`config.mk`:
```
export PLATFORM = sky130hd
export DESIGN_NAME = alu_result_collector_flat
export DESIGN_NICKNAME = d
export VERILOG_FILES = /design/src/rtl/alu_pkg.sv /design/src/rtl/alu_result_collector_if.sv /design/src/rtl/alu_result_fifo.sv /design/src/rtl/alu_result_collector.sv /design/src/flat_wrapper.sv
export SDC_FILE = /design/constraint.sdc
export NUM_CORES = 1
export LEC_CHECK = 0
export CORE_MARGIN = 8
export CORE_UTILIZATION = 38
export DETAILED_ROUTE_END_ITERATION = 7
export MAX_ROUTING_LAYER = met4
export PLACE_DENSITY = 0.67
export SETUP_SLACK_MARGIN = 0.05
export SLEW_MARGIN = 40
export SYNTH_ARGS = -nofsm -noshare
export SYNTH_HDL_FRONTEND = slang
export SYNTH_HIERARCHICAL = 1
export SYNTH_SLANG_ARGS = --single-unit
export TNS_END_PERCENT = 10
```
`constraint.sdc`:
```
create_clock -name CLK -period 2.4 [get_ports CLK]
set_clock_uncertainty 0.1 [all_clocks]
set_input_delay 0.24 -clock CLK [delete_from_list [all_inputs] [get_ports CLK]]
set_output_delay 0.24 -clock CLK [all_outputs]
set_load 0.05 [all_outputs]
```
`src/rtl/alu_pkg.sv`:
```
// alu_pkg: source tags and result-entry type shared by the ALU output stage and decoder
package alu_pkg;
   localparam logic [1:0] SRC_ARITH = 2'b00;
   localparam logic [1:0] SRC_LOGIC = 2'b01;
   localparam logic [1:0] SRC_CMP   = 2'b10;
   localparam logic [1:0] SRC_SHIFT = 2'b11;
   localparam int ALU_DATA_WIDTH = 16;
   typedef struct packed {
      logic [1:0]                tag;
      logic [ALU_DATA_WIDTH-1:0] data;
   } alu_entry_t;
endpackage

```
`src/rtl/alu_result_collector_if.sv`:
```
// alu_result_collector_if: unit results in, tagged result stream and status out
interface alu_result_collector_if #(
   parameter int OUT_DATA_WIDTH = 16,
   parameter int DEPTH          = 4,
   parameter int CNT_WIDTH      = $clog2(DEPTH + 1)
);
   logic [OUT_DATA_WIDTH-1:0] Arith_OUT, Logic_OUT, CMP_OUT, Shift_OUT;
   logic                      Arith_Flag, Logic_Flag, CMP_Flag, Shift_Flag;
   logic                      OUT_Ready;
   logic                      Err_Clear;
   logic [OUT_DATA_WIDTH-1:0] OUT_Data;
   logic [1:0]                OUT_Src;
   logic                      OUT_Valid;
   logic [CNT_WIDTH-1:0]      OUT_Count;
   logic                      Full;
   logic                      Overflow;
   logic                      Collision;
   modport master (
      output Arith_OUT, Logic_OUT, CMP_OUT, Shift_OUT,
      output Arith_Flag, Logic_Flag, CMP_Flag, Shift_Flag,
      output OUT_Ready, Err_Clear,
      input  OUT_Data, OUT_Src, OUT_Valid, OUT_Count, Full, Overflow, Collision
   );
   modport slave (
      input  Arith_OUT, Logic_OUT, CMP_OUT, Shift_OUT,
      input  Arith_Flag, Logic_Flag, CMP_Flag, Shift_Flag,
      input  OUT_Ready, Err_Clear,
      output OUT_Data, OUT_Src, OUT_Valid, OUT_Count, Full, Overflow, Collision
   );
endinterface

```
`src/rtl/alu_result_fifo.sv`:
```
// alu_result_fifo: generic first-word-fall-through FIFO with separate occupancy count
module alu_result_fifo #(
   parameter int WIDTH = 18,
   parameter int DEPTH = 4,
   localparam int CW   = $clog2(DEPTH + 1),
   localparam int AW   = $clog2(DEPTH)
) (
   input  logic             CLK,
   input  logic             RST,
   input  logic             i_push,
   input  logic [WIDTH-1:0] i_din,
   input  logic             i_pop,
   output logic [WIDTH-1:0] o_dout,
   output logic             o_full,
   output logic             o_empty,
   output logic [CW-1:0]    o_count
);
   logic [WIDTH-1:0] r_mem [DEPTH];
   logic [AW-1:0]    r_wr_ptr, r_rd_ptr;
   logic [CW-1:0]    r_count;
   logic             w_wr, w_rd;
   assign o_empty = r_count == '0;
   assign o_full  = r_count == CW'(DEPTH);
   assign o_count = r_count;
   assign o_dout  = r_mem[r_rd_ptr];
   assign w_rd    = i_pop && !o_empty;
   // a full FIFO still takes a write when the head leaves in the same cycle
   assign w_wr    = i_push && (!o_full || w_rd);
   // storage is deliberately left unreset; only pointers and count define contents
   always_ff @(posedge CLK)
      if (w_wr) r_mem[r_wr_ptr] <= i_din;
   // pointers wrap naturally at DEPTH (power of two); count tracks occupancy 0..DEPTH
   always_ff @(posedge CLK or negedge RST)
      if (!RST) begin
         r_wr_ptr <= '0;
         r_rd_ptr <= '0;
         r_count  <= '0;
      end else begin
         if (w_wr) r_wr_ptr <= r_wr_ptr + AW'(1);
         if (w_rd) r_rd_ptr <= r_rd_ptr + AW'(1);
         r_count <= r_count + CW'(w_wr) - CW'(w_rd);
      end
endmodule

```
`src/rtl/alu_result_collector.sv`:
```
// alu_result_collector: merges ALU unit results into one tagged, buffered valid/ready stream
module alu_result_collector
   import alu_pkg::*;
#(
   parameter int OUT_DATA_WIDTH = ALU_DATA_WIDTH,
   parameter int DEPTH          = 4,
   localparam int CNT_WIDTH     = $clog2(DEPTH + 1)
) (
   input logic CLK,
   input logic RST,
   alu_result_collector_if.slave bus
);
   logic [3:0]           w_flags;
   logic                 w_push, w_pop, w_full, w_empty, w_collide, w_drop;
   alu_entry_t           w_sel, w_head;
   logic [CNT_WIDTH-1:0] w_count;
   logic                 r_overflow, r_collision;
   assign w_flags   = {bus.Arith_Flag, bus.Logic_Flag, bus.CMP_Flag, bus.Shift_Flag};
   assign w_push    = |w_flags;
   assign w_collide = (w_flags & (w_flags - 4'd1)) != 4'd0;
   assign w_pop     = !w_empty && bus.OUT_Ready;
   assign w_drop    = w_push && w_full && !w_pop;
   // fixed priority Arith > Logic > CMP > Shift; lower-priority results are discarded
   always_comb
      w_sel = bus.Arith_Flag ? alu_entry_t'({SRC_ARITH, bus.Arith_OUT}) :
              bus.Logic_Flag ? alu_entry_t'({SRC_LOGIC, bus.Logic_OUT}) :
              bus.CMP_Flag   ? alu_entry_t'({SRC_CMP,   bus.CMP_OUT})   :
                               alu_entry_t'({SRC_SHIFT, bus.Shift_OUT});
   alu_result_fifo #(.WIDTH($bits(alu_entry_t)), .DEPTH(DEPTH)) u_fifo (
      .CLK     (CLK),
      .RST     (RST),
      .i_push  (w_push),
      .i_din   (w_sel),
      .i_pop   (w_pop),
      .o_dout  (w_head),
      .o_full  (w_full),
      .o_empty (w_empty),
      .o_count (w_count)
   );
   // sticky error flags; a new error in the clearing cycle keeps the flag set
   always_ff @(posedge CLK or negedge RST)
      if (!RST) begin
         r_overflow  <= 1'b0;
         r_collision <= 1'b0;
      end else begin
         r_overflow  <= w_drop || (r_overflow && !bus.Err_Clear);
         r_collision <= w_collide || (r_collision && !bus.Err_Clear);
      end
   assign bus.OUT_Valid = !w_empty;
   assign bus.OUT_Data  = w_empty ? '0 : w_head.data;
   assign bus.OUT_Src   = w_empty ? '0 : w_head.tag;
   assign bus.OUT_Count = w_count;
   assign bus.Full      = w_full;
   assign bus.Overflow  = r_overflow;
   assign bus.Collision = r_collision;
endmodule

```
`src/flat_wrapper.sv`:
```
// flat-port wrapper written by rule: the top's interface ports become plain ports
module alu_result_collector_flat import alu_pkg::*;
#(
   parameter int OUT_DATA_WIDTH = ALU_DATA_WIDTH,
   parameter int DEPTH          = 4,
   localparam int CNT_WIDTH     = $clog2(DEPTH + 1)
)
  (CLK, RST, bus_Arith_OUT, bus_Logic_OUT, bus_CMP_OUT, bus_Shift_OUT, bus_Arith_Flag, bus_Logic_Flag, bus_CMP_Flag, bus_Shift_Flag, bus_OUT_Ready, bus_Err_Clear, bus_OUT_Data, bus_OUT_Src, bus_OUT_Valid, bus_OUT_Count, bus_Full, bus_Overflow, bus_Collision);
  alu_result_collector_if #(.OUT_DATA_WIDTH(OUT_DATA_WIDTH), .DEPTH(DEPTH)) bus_i ();
  input logic CLK;
  input logic RST;
  input wire logic [$bits(bus_i.Arith_OUT)-1:0] bus_Arith_OUT;
  input wire logic [$bits(bus_i.Logic_OUT)-1:0] bus_Logic_OUT;
  input wire logic [$bits(bus_i.CMP_OUT)-1:0] bus_CMP_OUT;
  input wire logic [$bits(bus_i.Shift_OUT)-1:0] bus_Shift_OUT;
  input wire logic [$bits(bus_i.Arith_Flag)-1:0] bus_Arith_Flag;
  input wire logic [$bits(bus_i.Logic_Flag)-1:0] bus_Logic_Flag;
  input wire logic [$bits(bus_i.CMP_Flag)-1:0] bus_CMP_Flag;
  input wire logic [$bits(bus_i.Shift_Flag)-1:0] bus_Shift_Flag;
  input wire logic [$bits(bus_i.OUT_Ready)-1:0] bus_OUT_Ready;
  input wire logic [$bits(bus_i.Err_Clear)-1:0] bus_Err_Clear;
  output wire logic [$bits(bus_i.OUT_Data)-1:0] bus_OUT_Data;
  output wire logic [$bits(bus_i.OUT_Src)-1:0] bus_OUT_Src;
  output wire logic [$bits(bus_i.OUT_Valid)-1:0] bus_OUT_Valid;
  output wire logic [$bits(bus_i.OUT_Count)-1:0] bus_OUT_Count;
  output wire logic [$bits(bus_i.Full)-1:0] bus_Full;
  output wire logic [$bits(bus_i.Overflow)-1:0] bus_Overflow;
  output wire logic [$bits(bus_i.Collision)-1:0] bus_Collision;
  assign bus_i.Arith_OUT = bus_Arith_OUT;
  assign bus_i.Logic_OUT = bus_Logic_OUT;
  assign bus_i.CMP_OUT = bus_CMP_OUT;
  assign bus_i.Shift_OUT = bus_Shift_OUT;
  assign bus_i.Arith_Flag = bus_Arith_Flag;
  assign bus_i.Logic_Flag = bus_Logic_Flag;
  assign bus_i.CMP_Flag = bus_CMP_Flag;
  assign bus_i.Shift_Flag = bus_Shift_Flag;
  assign bus_i.OUT_Ready = bus_OUT_Ready;
  assign bus_i.Err_Clear = bus_Err_Clear;
  assign bus_OUT_Data = bus_i.OUT_Data;
  assign bus_OUT_Src = bus_i.OUT_Src;
  assign bus_OUT_Valid = bus_i.OUT_Valid;
  assign bus_OUT_Count = bus_i.OUT_Count;
  assign bus_Full = bus_i.Full;
  assign bus_Overflow = bus_i.Overflow;
  assign bus_Collision = bus_i.Collision;
  alu_result_collector #(.OUT_DATA_WIDTH(OUT_DATA_WIDTH), .DEPTH(DEPTH)) u_core (.CLK(CLK), .RST(RST), .bus(bus_i));
endmodule
```
==> flow_summary.yaml <==
cts:
  clock_sinks: 81
  cts_root_buf: "clkbuf_8"
  cts_inserted_buffers: 9
  insertion_delay_ns: 0.34
  cts_tree: "yes"
  cts_buffer_depth: 2
  cts_htree_levels: 3
  path_clk_slew_ns: 0.08
floorplanning:
  die_y_um: 116.2
  die_w_um: 116.2
  floorplan.initialDensity_pct: 39.06
  core_um2: 9774
  die_area_um2: 13510
  rows: 36
  ioPinCount: 97
sta:
  period_minus_slack_ns: 2.327
  drv_slew: 0
  setup_ws_ns: 0.07331
  worstMarginPinSlew_ns: 0.5752
  finalCritPeriodShare_pct: 96.95
  rsz0062_at_grt: "true"
  max-slew-margin-rel_pct: 61.56
  hold_violations: 0
  max_freq_mhz: 429.8
  setup_viol: 0
synthesis:
  avgSynthCellArea_um2: 16.18
  synth_top_area_share_pct: 56.64
  synth_xor_area_share_pct: 1.147
  synth_compound_area_share_pct: 5.048
  yosysTopAreaCell: "edfxtp_1"
  synth.area.mux_share_pct: 15.21
  synth_top_family_by_area: "multiplexers"
  synth_cell_types: 32
  ys_seq_area_share_pct: 62.54
  synthSimpleGateAreaFrac_pct: 10.88
  synthesis.nets: 314
  ys_ff_latch: 81
  synth_cells: 236
  synthAdderAreaFrac_pct: 2.163
  synthTopCellsByArea: "edfxtp_1, mux4_2, dfrtp_1"
  yosysWarnings: 6
  syn_area_um2: 3817
route:
  vias_per_cell: 4.863
  route.met2.wl_um: 4748
  ant_nets: 0
  route.met3.wl_um: 369
  dr.pass1.iters: 4
  dr_total_vias: 2412
  drtIter0Drc: 94
  drc_errors: 0
  top_layer_used: "met4"
  avgRoutedWirePerCell_um: 18.53
  wl_um: 9191
  wirelength_met1_um: 4009
layout:
  layout-drive-gt1-share_pct: 26.45
  diodes: 0
  final_cells: 496
  fin_nets: 436
  post-route-util_pct: 54.22
  syn_to_final_growth_pct: 38.84
worst_setup_path:
  required_ns: 2.53
  rr_startpoint: "u_core/u_fifo/o_count[2]"
  rrSetupSlack_ns: 0.07
  criticalPathCategory: "reg -> reg"
  cp.arrival_ns: 2.46
  r2r-end: "u_core/u_fifo/o_count[2]"
  cp-start-kind: "flop"
  reg2regPathDepth: 9
  path_max_fanout: 3
  worstSetupEndpointType: "flop"
pwr:
  ir_drop_mv: 0.8274
  power.density_nw_per_um2: 1310
  p_leak_nw: 1.912
global_route:
  antenna_found_initial: 0
  grt_max_degree: 37
  grt.total_usage_pct: 14.33
  grt_pass1_wl_um: 13930
  grt_overflow: 0
  grt_pass1_vias: 2610
placed_design:
  dp.cells: 472
  post-place-ws_ns: -0.1778
  dp_hpwl_um: 6398
  portBuffers: 96
  gp_congestion: 0.7298
run:
  maxCapViolCount: 0
outcome:
  status: "finished clean"
worst_hold_path:
  worstHoldPathType: "in -> async"
[cells in the final DEF, fill, tap and decap left out, types with 4 or more instances in the layout]
cell type / Yosys / final
mux2i_1: 16 / 16
inv_1: 9 / 8
ha_1: 5 / 4
a211oi_1: 18 / 18
clkbuf_8: 0 / 9
nor3b_1: 16 / 16
edfxtp_1: 72 / 72
dfrtp_1: 9 / 6
and2_1: 4 / 4
clkdlybuf4s50_1: 0 / 76
nor2b_1: 34 / 34
mux4_2: 18 / 18
buf_4: 3 / 47
[metal layers]
layer  global-route usage [%]  up-vias
met1                    17.31     1190
met2                    23.54       62
met4                    4.667        0
li1                         -     1154
met3                    2.999        6
met5                        -        -
[layout make-up]
class	instances	area, um^2
clock buffers	10	127.6
clock inverters	6	58.81
fillers	820	4474
inverters	9	33.78
multi-input cells	131	1360
flip-flops and latches	81	2391
well taps	133	166.4
repair buffers	126	1162
[stage by stage]
step	setup TNS [ns]	area, um^2	hold slack [ns]	power [mW]
finish	0	5300	0.1194	6.941
global route	-0.01673	5300	0.1509	7.298
CTS	0	5210	0.1225	6.882
detailed placement	-0.2591	5025	0.3581	5.951
global placement	-0.1908	5020	0.3569	5.908
floorplan	-0.1332	3826	-0.1556	4.669
[cell usage after synthesis]
| cell type | number |
|---|---|
| nor3b_1 | 16 |
| or2_1 | 1 |
| a21bo_1 | 1 |
| nor3_1 | 1 |
| mux4_2 | 18 |
| a21oi_1 | 1 |
| or4_4 | 1 |
| a32o_1 | 1 |
| fa_1 | 1 |
| o31ai_2 | 1 |
| and2_1 | 4 |
| clkbuf_2 | 1 |
| edfxtp_1 | 72 |
| nor2_2 | 1 |
| nor2_1 | 1 |
| buf_2 | 4 |
| inv_1 | 9 |
| nor3b_4 | 1 |
| nor2b_1 | 34 |
| nand2b_1 | 1 |
| o2bb2ai_1 | 1 |
| dfrtp_1 | 9 |
| a21boi_2 | 1 |
| a211oi_1 | 18 |
| ha_1 | 5 |
| buf_4 | 3 |
| mux2i_1 | 16 |
| buf_6 | 1 |
| mux2_4 | 1 |
| xnor2_1 | 4 |
| clkbuf_1 | 6 |
| xor2_1 | 1 |
[worst max-delay path by stage]
stage	startpoint	endpoint	cells past startpoint	slack, ns
finish	u_core/u_fifo/o_count[2]	u_core/u_fifo/o_count[2]	9	0.07
global route	u_core/u_fifo/o_count[2]	u_core/u_fifo/o_count[2]	10	-0.02
CTS	u_core/u_fifo/o_count[1]	u_core/u_fifo/o_count[2]	10	0.03
global placement	bus_Logic_Flag	u_core/u_fifo/o_count[2]	8	-0.14
detailed placement	bus_Logic_Flag	u_core/u_fifo/o_count[2]	8	-0.18
floorplan	u_core/u_fifo/o_count[2]	u_core/u_fifo/o_count[2]	7	-0.13
[repair_timing]
| item | 4_1_cts | 5_1_grt |
|---|---|---|
| setup buffers | 0 | 8 |
| resized for setup | 1 | 5 |
| hold buffers | 0 | 0 |
| pin swaps | 0 | 3 |
| endpoints found under the setup margin | 2 | 1 |
[power breakdown]
part	switching [mW]	internal, mW	total [mW]
registers	0.142	2.12	2.26
logic	2.24	1.51	3.75
clock network	0.456	0.474	0.929
[cells by family after synthesis]
family | count (synthesis)
multiplexers | 35
buffers and inverters | 24
AO/OA/AOI/OAI | 24
flip-flops | 81
adder cells (fa/ha/maj) | 6
XOR/XNOR | 5
AND/OR/NAND/NOR | 61
[flip-flops by register name (all words and copies together), names as in the netlist]
| register | cells |
|---|---|
| u_core/u_fifo/o_count | 3 |
| u_core/bus.Overflow | 1 |
| u_core/u_fifo/r_mem | 72 |
| u_core/u_fifo/r_rd_ptr | 2 |
| u_core/bus.Collision | 1 |
| u_core/u_fifo/r_wr_ptr | 2 |
[critical path: stages, from the launching register on]
cell and delay, ns:
dfrtp_2 0.44, buf_4 0.15, buf_4 0.13, o31ai_4 0.21, or2_1 0.16, a21bo_1 0.22
ha_2 0.19, fa_2 0.37, xnor2_2 0.15, xnor2_1 0.12
No activity file was read; power rests on OpenSTA's default activity.
